### src/rtl/la_iopkg.sv
// Shared IO-ring bus layout: segment-enable field base and isolation bit position.
package la_iopkg;

  localparam int IORING_SEG_BASE = 0;

  // The isolation bit sits directly above the segment-enable field.
  function automatic int ioring_iso_idx(input int nseg);
    return IORING_SEG_BASE + nseg;
  endfunction

endpackage

### src/rtl/la_ioseq_timer.sv
// Step timer: load captures D, done is high once D further cycles have elapsed,
// so a step begun by load ends D+1 edges later. Counts down and saturates at zero.
module la_ioseq_timer #(
  parameter int DLYW = 8
) (
  input  logic            clk,
  input  logic            nreset,
  input  logic            load,
  input  logic [DLYW-1:0] dly,
  output logic            done
);

  localparam logic [DLYW-1:0] CNT_ONE = DLYW'(1);

  logic [DLYW-1:0] cnt;

  always_ff @(posedge clk) begin
    if (!nreset) begin
      cnt <= '0;
    end else if (load) begin
      cnt <= dly;
    end else if (cnt != '0) begin
      cnt <= cnt - CNT_ONE;
    end
  end

  assign done = (cnt == '0);

endmodule

### src/rtl/la_ioring_pwrseq.sv
// IO-ring power sequencer: enables segments one step at a time on power-up, then
// removes isolation; power-down isolates first, then drops segments highest first.
module la_ioring_pwrseq
  import la_iopkg::*;
#(
  parameter      PROP  = "DEFAULT",
  parameter      SIDE  = "NO",
  parameter int  NSEG  = 4,
  parameter int  DLYW  = 8,
  parameter int  RINGW = 8
) (
  input  logic             clk,
  input  logic             nreset,
  inout  wire              vdd,
  inout  wire              vss,
  inout  wire              vddio,
  inout  wire              vssio,
  input  logic             en,
  input  logic [DLYW-1:0]  dly,
  output logic [NSEG-1:0]  seg_en,
  output logic             iso,
  output logic             ready,
  output logic             busy,
  output logic [RINGW-1:0] ioring
);

  typedef enum logic [1:0] {
    S_OFF,
    S_UP,
    S_ON,
    S_DN
  } state_t;

  localparam int            ISO_IDX = ioring_iso_idx(NSEG);
  localparam logic [NSEG-1:0] SEG_ONE = NSEG'(1);

  state_t          state, state_nxt;
  logic [NSEG-1:0] seg_nxt;
  logic            iso_nxt;
  logic            ready_nxt;
  logic            load;
  logic            done;

  la_ioseq_timer #(.DLYW(DLYW)) u_timer (
    .clk    (clk),
    .nreset (nreset),
    .load   (load),
    .dly    (dly),
    .done   (done)
  );

  always_ff @(posedge clk) begin
    if (!nreset) begin
      state  <= S_OFF;
      seg_en <= '0;
      iso    <= 1'b1;
      ready  <= 1'b0;
    end else begin
      state  <= state_nxt;
      seg_en <= seg_nxt;
      iso    <= iso_nxt;
      ready  <= ready_nxt;
    end
  end

  always_comb begin
    state_nxt = state;
    seg_nxt   = seg_en;
    iso_nxt   = iso;
    ready_nxt = ready;
    load      = 1'b0;
    case (state)
      S_OFF: begin
        if (en) begin
          state_nxt = S_UP;
          load      = 1'b1;
        end
      end
      S_UP: begin
        // An abort wins over a step that happens to end on the same edge.
        if (!en) begin
          if (seg_en == '0) begin
            state_nxt = S_OFF;
          end else begin
            state_nxt = S_DN;
            load      = 1'b1;
          end
        end else if (done) begin
          if (&seg_en) begin
            state_nxt = S_ON;
            iso_nxt   = 1'b0;
            ready_nxt = 1'b1;
          end else begin
            seg_nxt = (seg_en << 1) | SEG_ONE;
            load    = 1'b1;
          end
        end
      end
      S_ON: begin
        if (!en) begin
          state_nxt = S_DN;
          iso_nxt   = 1'b1;
          ready_nxt = 1'b0;
          load      = 1'b1;
        end
      end
      S_DN: begin
        if (done) begin
          seg_nxt = seg_en >> 1;
          if ((seg_en >> 1) == '0) begin
            state_nxt = S_OFF;
          end else begin
            load = 1'b1;
          end
        end
      end
      default: begin
        state_nxt = S_OFF;
      end
    endcase
  end

  assign busy = (state == S_UP) || (state == S_DN);

  always_comb begin
    ioring                          = '0;
    ioring[IORING_SEG_BASE +: NSEG] = seg_en;
    ioring[ISO_IDX]                 = iso;
  end

endmodule

### config.mk
export PLATFORM = sky130hd
export DESIGN_NAME = la_ioring_pwrseq
export DESIGN_NICKNAME = d
export VERILOG_FILES = /design/src/rtl/la_iopkg.sv /design/src/rtl/la_ioseq_timer.sv /design/src/rtl/la_ioring_pwrseq.sv
export SDC_FILE = /design/constraint.sdc
export NUM_CORES = 1
export LEC_CHECK = 0
export BUFFER_PORTS_ARGS = -buffer_cell sky130_fd_sc_hd__clkbuf_2
export CAP_MARGIN = 20
export CORE_MARGIN = 2
export CORE_UTILIZATION = 54
export CTS_CLUSTER_DIAMETER = 80
export DETAILED_ROUTE_END_ITERATION = 6
export PLACE_DENSITY_LB_ADDON = 0.25
export SETUP_SLACK_MARGIN = 0.3
export SYNTH_ARGS = -nofsm -noshare
export SYNTH_HDL_FRONTEND = slang
export SYNTH_SLANG_ARGS = --single-unit
### constraint.sdc
create_clock -name clk -period 2.3 [get_ports clk]
set_input_delay 0.345 -clock clk [delete_from_list [all_inputs] [get_ports clk]]
set_output_delay 0.345 -clock clk [all_outputs]
set_load 0.01 [all_outputs]
==> results.py <==
metrics = {
    "power_and_ir_drop": {
        "p_leak_nw": 0.470,
        "peakVddDrop_uv": 698,
        "power_density_nw_per_um2": 1110,
    },
    "worst_setup_path": {
        "r2r_start": "state[0]",
        "r2r_slack_ns": 0.51,
        "crit_path_end_kind": "flop",
        "crit_path_max_incr_delay_ns": 0.56,
        "timing.rr.end": "u_timer.cnt[0]",
        "worstPathArrival_ns": 1.96,
        "cp_cell_sequence": "or3b_1, o22ai_2, nand2b_4, a21o_1, a31oi_1",
        "rr_worst_depth": 5,
        "cp_max_fo": 10,
        "slowest_stage": "dfxtp_1",
        "cp-start-kind": "flop",
        "crit_type": "reg2reg",
        "worstPathRequired_ns": 2.46,
    },
    "cts": {
        "post_cts_buffers": 0,
        "cts.clk_slew.worst_paths_ns": 0.09,
        "insertion_delay_ns": 0.28,
        "cts.sinks": 16,
        "post_cts_resize_count": 0,
        "cts_max_level": 1,
        "cts_hold_buf": 0,
        "clockRootBuffer": "clkbuf_4",
        "cts_tree": "done",
        "cts_max_path_buffers": 2,
        "numCtsBuffers": 3,
    },
    "logic_synthesis": {
        "synth_cells": 121,
        "synth_seq_cells": 16,
        "syn_avg_cell_area_um2": 8.59,
        "synth-main-ff-cell": "dfxtp_1",
        "ys_seq_area_frac": 0.308,
        "synthArstFlopShare": 0,
        "syn_area_um2": 1040,
        "synth_edf_count": 0,
        "ys_warn_count": 0,
        "synth.distinct_cells": 42,
    },
    "detailed_routing": {
        "vias": 885,
        "first_iter_violations": 18,
        "via_per_inst": 5.60,
        "dr.pass1.iters": 4,
        "wl_mm": 1.89,
        "post_drt_wl_per_cell_um": 12.0,
        "drcViolationCount": 0,
        "ant_nets": 0,
    },
    "global_routing": {
        "grt_util_all_layers": 0.200,
        "grt_start_max_net_pins": 14,
        "grt_pass1_wl_mm": 3.23,
        "grt_pass1_vias": 768,
        "grt-ovfl-total": 0,
        "antenna_found_initial": 0,
    },
    "sta": {
        "timing.final.crit_period_ns": 1.79,
        "fin_crit_sh": 0.780,
        "finalHoldViolCount": 0,
        "holdWs_ns": 0.286,
        "finClkSkew_ns": 0.00171,
        "untimed_endpoints": 4,
        "slew_violations": 0,
        "rsz0062_at_grt": "no",
        "finalSetupViolCount": 0,
        "fmax_mhz": 557,
        "tns_ns": 0,
    },
    "place": {
        "gp_congestion": 0.866,
        "io_buffers": 22,
        "hpwl_mm": 1.42,
        "placed_area_um2": 1090,
    },
    "final_layout": {
        "multiInputGateArea_um2": 611,
        "final-seq-area_um2": 320,
        "fin_nets": 151,
        "fill_cells": 168,
        "utilization": 0.639,
        "layout_common_cells": "clkbuf_2 (22), dfxtp_1 (16), nand2_1 (13)",
        "area_growth_pct": 8.42,
        "drive_gt1_frac": 0.256,
        "antenna_cells": 0,
        "layout_commonest_cell": "clkbuf_2",
        "finalInstanceArea_um2": 1130,
    },
    "floorplanning": {
        "initial_utilization": 0.589,
        "die_area_um2": 2290,
        "fp.dieW_um": 47.9,
        "coreArea_um2": 1760,
        "pin_count": 30,
        "die_h_um": 47.9,
        "fp-row-count": 15,
    },
    "min_path": {
        "hp-class": "in2reg",
        "min_path_cells": 3,
        "min_from": "dly[5]",
        "holdPathEnd": "u_timer.cnt[5]",
    },
    "flow_run": {
        "maxCapViolCount": 0,
    },
    "outcome": {
        "outcome": "finished, final reports clean",
    },
}
## Yosys cell counts, types with 2 or more instances
library cell	count	area share
o32ai_1	6	0.051
a311oi_1	2	0.017
buf_2	3	0.014
nor2_1	11	0.040
nor4_1	2	0.012
nand2_1	13	0.047
ha_1	2	0.024
clkbuf_1	4	0.014
buf_4	9	0.065
nand3_1	4	0.019
a21oi_1	5	0.024
dfxtp_1	16	0.31
o21ai_1	2	0.0096
inv_1	5	0.018
mux2i_1	2	0.019
nand2b_1	3	0.018
nor3_1	2	0.0096
xnor2_1	5	0.042
xor2_1	2	0.017
## sequential cells by signal (all words and copies together) (netlist names), named ones only
| signal | cells |
|---|---|
| state | 1 |
| ready | 1 |
| iso | 1 |
| u_timer.cnt | 8 |
| seg_en | 4 |
## per-stage QoR
stage	total power, W	setup WS, ns	instances
2_1_floorplan	0.000993	0.689	123
3_3_place_gp	0.00107	0.554	154
3_5_place_dp	0.00108	0.509	154
4_1_cts	0.00127	0.496	158
5_1_grt	0.00137	0.392	158
6_report	0.00126	0.505	158
## area by class of cell
cell class	count	share of cell area
Clock buffer	4	0.0322
Sequential cell	16	0.284
Multi-Input combinational cell	86	0.542
Timing Repair Buffer	22	0.0977
Tap cell	25	0.0277
Inverter	5	0.0166
## cell families after synthesis
kind of cell	count (synthesis)	synth area share
and+or+nand+nor	46	0.274
AOI/OAI and AO/OA	26	0.200
buffers and inverters	21	0.112
DFF	16	0.308
xor gates and xnor gates	7	0.0590
adders and majority gates	2	0.0241
muxes	2	0.0193
other	1	0.00361
## routing by layer
metal | track usage | part of all wire | up-vias
met2 | 0.336 | 0.49 | 26
met3 | 0.0491 | 0.045 | 4
met1 | 0.238 | 0.45 | 406
li1 | - | - | 449
met5 | 0 | 0 | -
met4 | 0.0919 | 0.015 | 0
## where the power goes
| part | switching (W) | leakage (nW) | internal (W) |
|---|---|---|---|
| combinational | 0.000315 | 0.318 | 0.000290 |
| clock | 0.0000872 | 0.0210 | 0.0000964 |
| sequential | 0.000112 | 0.131 | 0.000356 |
| total | 0.000514 | 0.470 | 0.000743 |
## critical path: cells and delay by family (launching register included)
| kind | cells | cell delay, ns |
|---|---|---|
| and+or+nand+nor | 2 | 0.64 |
| DFF | 1 | 0.56 |
| AOI/OAI and AO/OA | 3 | 0.48 |
## worst max path at each step
stage	startpoint	end	slack, ns	cells after the start
5_1_grt	state[0]	u_timer.cnt[0]	0.39	5
6_report	state[0]	u_timer.cnt[0]	0.51	5
3_3_place_gp	state[0]	u_timer.cnt[0]	0.55	5
4_1_cts	state[0]	u_timer.cnt[0]	0.50	5
3_5_place_dp	state[0]	u_timer.cnt[0]	0.51	5
2_1_floorplan	en	u_timer.cnt[0]	0.69	6
No activity file was read; power rests on OpenSTA's default activity.
